**src/rtl/dual_port_ram_param.sv**
```systemverilog
// rtl/dual_port_ram_param.sv - true dual-port synchronous RAM with clear sweep and collision flag; DPRAM_OUT_REG_EN adds an output register stage
module dual_port_ram_param #(
    parameter int                   DATA_SIZE  = 8,
    parameter int                   DEPTH      = 16,
    parameter logic [DATA_SIZE-1:0] INIT_VALUE = '0,
    parameter int                   ADDR_W     = $clog2(DEPTH)
) (
    input  logic                 clk,
    input  logic                 rst_n,
    input  logic                 cs_a,
    input  logic                 cs_b,
    input  logic                 wr_en_a,
    input  logic                 wr_en_b,
    input  logic                 rd_en_a,
    input  logic                 rd_en_b,
    input  logic [ADDR_W-1:0]    addr_a,
    input  logic [ADDR_W-1:0]    addr_b,
    input  logic [DATA_SIZE-1:0] wdata_a,
    input  logic [DATA_SIZE-1:0] wdata_b,
    output logic [DATA_SIZE-1:0] rdata_a,
    output logic [DATA_SIZE-1:0] rdata_b,
    output logic                 rvalid_a,
    output logic                 rvalid_b,
    output logic                 busy,
    output logic                 collision
);

    typedef enum logic {CLEAR, READY} state_t;

    localparam logic [ADDR_W-1:0] LAST_ADDR = ADDR_W'(DEPTH - 1);
    localparam logic [ADDR_W:0]   DEPTH_EXT = (ADDR_W + 1)'(DEPTH);

    state_t                 state_q, state_d;
    logic [ADDR_W-1:0]      ptr_q, ptr_d;
    logic [DATA_SIZE-1:0]   mem [DEPTH];
    logic [DATA_SIZE-1:0]   rdata_a_q, rdata_a_d, rdata_b_q, rdata_b_d;
    logic                   rvalid_a_q, rvalid_a_d, rvalid_b_q, rvalid_b_d;
    logic                   collision_q, collision_d;
    logic                   clr_we, we_a, we_b, re_a, re_b;
    logic                   in_a, in_b;

    // Addresses beyond DEPTH exist only when DEPTH is not a power of two
    assign in_a = ({1'b0, addr_a} < DEPTH_EXT);
    assign in_b = ({1'b0, addr_b} < DEPTH_EXT);

    // Sweep sequencing, request decode and read-first data capture
    always_comb begin
        state_d     = state_q;
        ptr_d       = ptr_q;
        clr_we      = 1'b0;
        we_a        = 1'b0;
        we_b        = 1'b0;
        re_a        = 1'b0;
        re_b        = 1'b0;
        rdata_a_d   = rdata_a_q;
        rdata_b_d   = rdata_b_q;
        rvalid_a_d  = 1'b0;
        rvalid_b_d  = 1'b0;
        collision_d = 1'b0;
        case (state_q)
            CLEAR: begin
                clr_we = 1'b1;
                if (ptr_q == LAST_ADDR) begin
                    state_d = READY;
                end else begin
                    ptr_d = ptr_q + ADDR_W'(1);
                end
            end
            READY: begin
                we_a = cs_a & wr_en_a;
                we_b = cs_b & wr_en_b;
                re_a = cs_a & ~wr_en_a & rd_en_a;
                re_b = cs_b & ~wr_en_b & rd_en_b;
                if (re_a) begin
                    rvalid_a_d = 1'b1;
                    rdata_a_d  = in_a ? mem[addr_a] : INIT_VALUE;
                end
                if (re_b) begin
                    rvalid_b_d = 1'b1;
                    rdata_b_d  = in_b ? mem[addr_b] : INIT_VALUE;
                end
                collision_d = we_a & we_b & (addr_a == addr_b);
            end
            default: state_d = CLEAR;
        endcase
    end

    // Control and first read stage; memory array itself is never reset
    always_ff @(posedge clk or negedge rst_n) begin
        if (!rst_n) begin
            state_q     <= CLEAR;
            ptr_q       <= '0;
            rdata_a_q   <= '0;
            rdata_b_q   <= '0;
            rvalid_a_q  <= 1'b0;
            rvalid_b_q  <= 1'b0;
            collision_q <= 1'b0;
        end else begin
            state_q     <= state_d;
            ptr_q       <= ptr_d;
            rdata_a_q   <= rdata_a_d;
            rdata_b_q   <= rdata_b_d;
            rvalid_a_q  <= rvalid_a_d;
            rvalid_b_q  <= rvalid_b_d;
            collision_q <= collision_d;
        end
    end

    // Storage writes: sweep, else port writes with A taking a shared address
    always_ff @(posedge clk) begin
        if (clr_we) begin
            mem[ptr_q] <= INIT_VALUE;
        end else begin
            if (we_b && in_b && !(we_a && (addr_a == addr_b))) begin
                mem[addr_b] <= wdata_b;
            end
            if (we_a && in_a) begin
                mem[addr_a] <= wdata_a;
            end
        end
    end

`ifdef DPRAM_OUT_REG_EN
    logic [DATA_SIZE-1:0] rdata_a_o_q, rdata_a_o_d, rdata_b_o_q, rdata_b_o_d;
    logic                 rvalid_a_o_q, rvalid_a_o_d, rvalid_b_o_q, rvalid_b_o_d;

    // Output stage copies the first stage unconditionally, keeping data and strobe aligned
    always_comb begin
        rdata_a_o_d  = rdata_a_q;
        rdata_b_o_d  = rdata_b_q;
        rvalid_a_o_d = rvalid_a_q;
        rvalid_b_o_d = rvalid_b_q;
    end

    // Output register stage
    always_ff @(posedge clk or negedge rst_n) begin
        if (!rst_n) begin
            rdata_a_o_q  <= '0;
            rdata_b_o_q  <= '0;
            rvalid_a_o_q <= 1'b0;
            rvalid_b_o_q <= 1'b0;
        end else begin
            rdata_a_o_q  <= rdata_a_o_d;
            rdata_b_o_q  <= rdata_b_o_d;
            rvalid_a_o_q <= rvalid_a_o_d;
            rvalid_b_o_q <= rvalid_b_o_d;
        end
    end

    assign rdata_a  = rdata_a_o_q;
    assign rdata_b  = rdata_b_o_q;
    assign rvalid_a = rvalid_a_o_q;
    assign rvalid_b = rvalid_b_o_q;
`else
    assign rdata_a  = rdata_a_q;
    assign rdata_b  = rdata_b_q;
    assign rvalid_a = rvalid_a_q;
    assign rvalid_b = rvalid_b_q;
`endif

    assign busy      = (state_q == CLEAR);
    assign collision = collision_q;

endmodule

```
**config.mk**
```make
export PLATFORM = sky130hd
export DESIGN_NAME = dual_port_ram_param
export DESIGN_NICKNAME = d
export VERILOG_FILES = /design/src/rtl/dual_port_ram_param.sv
export SDC_FILE = /design/constraint.sdc
export NUM_CORES = 1
export LEC_CHECK = 0
export BUFFER_PORTS_ARGS = -buffer_cell sky130_fd_sc_hd__buf_2
export CORE_MARGIN = 10
export CORE_UTILIZATION = 40
export DETAILED_ROUTE_END_ITERATION = 8
export HOLD_SLACK_MARGIN = 0.15
export MAX_ROUTING_LAYER = met4
export PLACE_DENSITY_LB_ADDON = 0.25
export SLEW_MARGIN = 0
export SYNTH_ARGS = -nofsm -noshare
export SYNTH_HDL_FRONTEND = slang
export SYNTH_SLANG_ARGS = --single-unit
export TNS_END_PERCENT = 1
```
**constraint.sdc**
```tcl
create_clock -name clk -period 2.1 [get_ports clk]
set_input_delay 0.105 -clock clk [delete_from_list [all_inputs] [get_ports clk]]
set_output_delay 0.105 -clock clk [all_outputs]
set_load 0.05 [all_outputs]
```
### After elaboration in Yosys (flattened, before gate mapping)

Memories as Yosys holds them, arrays and structs flattened. A register that Yosys moved wholly into a read port is not among the register bits.
Cells that the tools add are included.

| word-level totals | value |
|---|---|
| latch bits | 0 |
| RAM bits | 128 |
| logic and storage cells | 49 |
| memories kept | 1 |
| output and inout bits | 20 |
| flip-flop bits (word level) | 8 |
| input bits | 32 |
| bits in read-only memories | 0 |

Memories:

| name | words | bits a word | read ports | clocked after Yosys merged registers in | write ports | line | source |
|---|---|---|---|---|---|---|---|
| mem | 16 | 8 | 2 | 2 | 2 | 35 | `logic [DATA_SIZE-1:0] mem [DEPTH];` |

| cells by class | value |
|---|---|
| reduce and logical (&&, ||, !) cells | 9 |
| shifts and indexed selects | 0 |
| magnitude comparators | 0 |
| bitwise operators | 12 |
| multiply operators | 0 |
| div/mod/pow operators | 0 |
| mux-type cells | 19 |
| equality and inequality tests | 2 |
| $add $sub $neg | 1 |

Operators by type and width:

| cell | number |
|---|---|
| $mux 1 | 17 |
| $and 1x1->1 | 8 |
| $mux 8 | 1 |
| $reduce_or 8->1 | 1 |
| $reduce_and 2->1 | 3 |
| $add 4x1->4 const B | 1 |
| $eq 4x4->1 | 1 |
| $eq 4x4->1 const B | 1 |
| $mux 4 | 1 |
| $not 1->1 | 4 |
| $logic_not 1->1 | 3 |
| $logic_and 1x1->1 | 2 |

### Depth between registers and ports, before layout

| logic depth | value |
|---|---|
| depth in word-level cells | 10 |
| gate-level depth with buffers | 8 |

### Least setup slack after synthesis

Ideal clock, no wire load.

| path | value |
|---|---|
| kind | register -> register |
| from | register state_q |
| to | memory mem[11][0] (enable) |
| arrival time | 1.804 ns |
| path buffers | 2 |
| stages on the path, launching flop included | 7 |
| path slack | -0.088 ns |
| setup time | 0.384 ns |
| required time | 1.716 ns |
| cells stage by stage | dfrtp_1 > buf_2 > nand3_1 > a31oi_4 > buf_2 > a32oi_1 > o21ai_0 |

RTL lines:

| element | line | source |
|---|---|---|
| start: declaration | 33 | `state_t state_q, state_d;` |
| start signal: assignment | 99 | `state_q <= state_d;` |
| end: declaration | 35 |  |

==> flow_summary.yaml <==
cells_and_area:
  fin_nets: 781
  syn2layout_area_growth_pct: 16.6
  layout-drive-gt1-share: 0.331
  nFillCells: 1928
  finalInstanceArea_um2: 10200
  final_core_util: 0.471
  fin_cells: 1040
logic_synthesis:
  syn_nets: 707
  synth_ff_type: "edfxtp_1"
  synthTopCellsByCount: "128 x edfxtp_1, 121 x nand2_1, 79 x o21ai_0"
  synth_most_common_cell: "edfxtp_1"
  synth-edff-count: 128
  syn_area_per_cell_um2: 13.0
  yosys.area.top_type_share: 0.439
  synth-seq-cells: 152
  yosys-top-cells-area: "edfxtp_1 44%, mux4_2 13%, mux2_2 7.3%"
  ys_types: 41
  synth_largest_area_cell: "edfxtp_1"
  synthArstFlopShare: 0.158
  synth_warnings: 0
  netlist_area_um2: 8750
  netlist_instances: 674
  ys_seq_area_frac: 0.508
route:
  drc_errors: 0
  drt-total-wl_um: 26400
  first_pass_iters: 6
  via_per_inst: 6.04
  drt-initial-drc-count: 800
  avgRoutedWirePerCell_um: 25.4
  dr_total_vias: 6280
  ant_nets: 0
floorplan:
  ios: 52
  core_um2: 21700
  die_y_um: 168
  start_util: 0.404
  die_area_um2: 28200
  die_w_um: 168
  rows: 54
setup_path:
  cpPeakStageDelay_ns: 0.44
  slowest_stage: "mux2i_2"
  crit_path_start: "state_q"
  cp-start-kind: "flop"
  reg2reg_from: "state_q"
  arrival_ns: 2.24
  path_cells: "and3_2, a31oi_4, mux2i_2, o21ai_1, buf_4"
  critPathMaxFanout: 8
  setup.worst_path.end_class: "flop"
  critical_path_class: "reg -> reg"
  crit_required_ns: 2.29
sta:
  hold_ws_ns: 0.192
  tightest_slew_ns: 0.657
  setup_violations: 0
  fin_crit_sh: 0.976
  max_freq_mhz: 488
  rsz0062_at_grt: "false"
  drv_slew: 0
  fin_crit_ns: 2.05
  slew_headroom: 0.562
  fin_skew_ns: 0.00917
  finalHoldViolCount: 0
global_route:
  grt_pass1_vias: 6220
  antenna_found_initial: 1
  track_usage: 0.192
  grt_max_degree: 43
  grt_busiest_layer: "met1"
  use_met1: 0.266
  grt_pass1_wl_um: 39700
  grt_overflow: 0
  grt_use_met3: 0.0650
  met2_usage: 0.261
clocking:
  cts_root_buf: "clkbuf_16"
  cts_inserted_buffers: 17
  clock_latency_ns: 0.43
  cts.sinks: 152
  htree_num_levels: 4
  cts_buffer_depth: 2
  cts_tree: "yes"
  clk_pin_slew_ns: 0.06
status:
  outcome: "completed"
placed_design:
  dpl_cell_area_um2: 9560
  place_congestion: 0.936
  dpl.cell_count: 1002
  dp_hpwl_um: 18700
  io_buffer_count: 51
pwr:
  irDropWorstVdd_v: 0.000463
  leakage_nw: 3.98
  power_density_nw_per_um2: 707
job:
  maxCapViolations: 0
worst_hold_path:
  hold_path.class: "in -> async"
[sequential cells by signal (all words and copies together), names as in the netlist]
signal and flops:
rvalid_b 1, rdata_b 8, state_q 1, collision 1, rdata_a 8, ptr_q 4, rvalid_a 1, mem 128
[cell type report]
class	count	area [um^2]	area share
flip-flops and latches	152	4440	0.435
multi-input cells	461	4030	0.394
repair buffers	109	803	0.0787
clock buffers	19	433	0.0424
well taps	280	350	0.0343
clock inverters	11	126	0.0124
inverters	7	26.3	0.00257
diodes	1	2.50	0.000245
[cells by family (layout without fill, tap and decap cells)]
group / count (synthesis) / after routing / share of synthesized area
AOI/OAI and AO/OA: 124 / 125 / 0.0873
muxes: 139 / 139 / 0.264
DFF: 152 / 152 / 0.508
other: 0 / 1 / 0
xor gates and xnor gates: 7 / 7 / 0.00700
and+or+nand+nor: 189 / 189 / 0.0979
adders and majority gates: 1 / 1 / 0.00143
buffers and inverters: 62 / 146 / 0.0350
[layer usage]
layer / share of wire / vias to the layer above
li1: - / 2772
met1: 0.44 / 3137
met2: 0.43 / 338
met3: 0.10 / 33
met4: 0.021 / 0
met5: 0 / -
[power breakdown]
part,total [mW],switching (mW),internal (mW)
Clock,2.98,1.24,1.74
Combinational,0.887,0.572,0.315
Sequential,3.35,0.0270,3.32
[critical path: cells and delay by family, from the launching register on]
family | cells | cell delay (ns)
flip-flops | 1 | 0.39
AND/OR/NAND/NOR | 1 | 0.25
multiplexers | 1 | 0.44
AO/OA/AOI/OAI | 2 | 0.52
buffers and inverters | 1 | 0.19
[final timing paths]
check                             end  slack (ns)  cells after the start
max                         mem[8][6]        0.05                      5
min                        rdata_a[4]        0.19                      2
max reg2reg                 mem[8][6]        0.05                      5
min reg2reg                rdata_a[1]        0.51                      1
max in group asynchronous    ptr_q[2]        1.55                      2
min in group clk            mem[1][0]        0.22                      3
[cells in the final DEF (no fill, tap or decap), types with 3 or more instances in the layout]
cell and instances:
edfxtp_1 128, nand2_1 121, o21ai_0 77, mux2_2 57, mux4_2 52, buf_2 51, buf_4 45, dfrtp_1 24
nor3_1 19, clkbuf_16 17, mux2i_1 16, a221o_1 16, nor2_1 14, mux4_1 12, and2_1 9, o21ai_1 9
buf_12 8, inv_1 7, o22ai_1 7, xor2_1 5, a31oi_1 5, dlygate4sd3_1 5, nor2b_1 4, a32oi_1 4
nand3_1 3, and3_1 3, nand2b_1 3, nor2_4 3, o21bai_1 3, clkinv_2 3, clkinv_4 3
[repair_timing]
| action | in CTS | in global routing |
|---|---|---|
| endpoints found under the hold margin | 26 | 0 |
| endpoints found under the setup margin | 1 | 123 |
| hold buffers | 5 | 0 |
| buffers inserted | 0 | 1 |
| gates resized for setup | 1 | 3 |
| cloned | 0 | 1 |
| pin swaps | 0 | 2 |
[per-stage QoR]
stage	worst slack, ns	power, mW	setup TNS [ns]
6_report	0.0500	7.22	0
5_1_grt	0.00984	7.45	0
4_1_cts	0.00525	7.23	0
3_5_place_dp	0.00170	4.28	0
3_3_place_gp	0.0305	4.26	0
2_1_floorplan	-0.0851	3.97	-1.53
No activity file was read; power rests on OpenSTA's default activity.
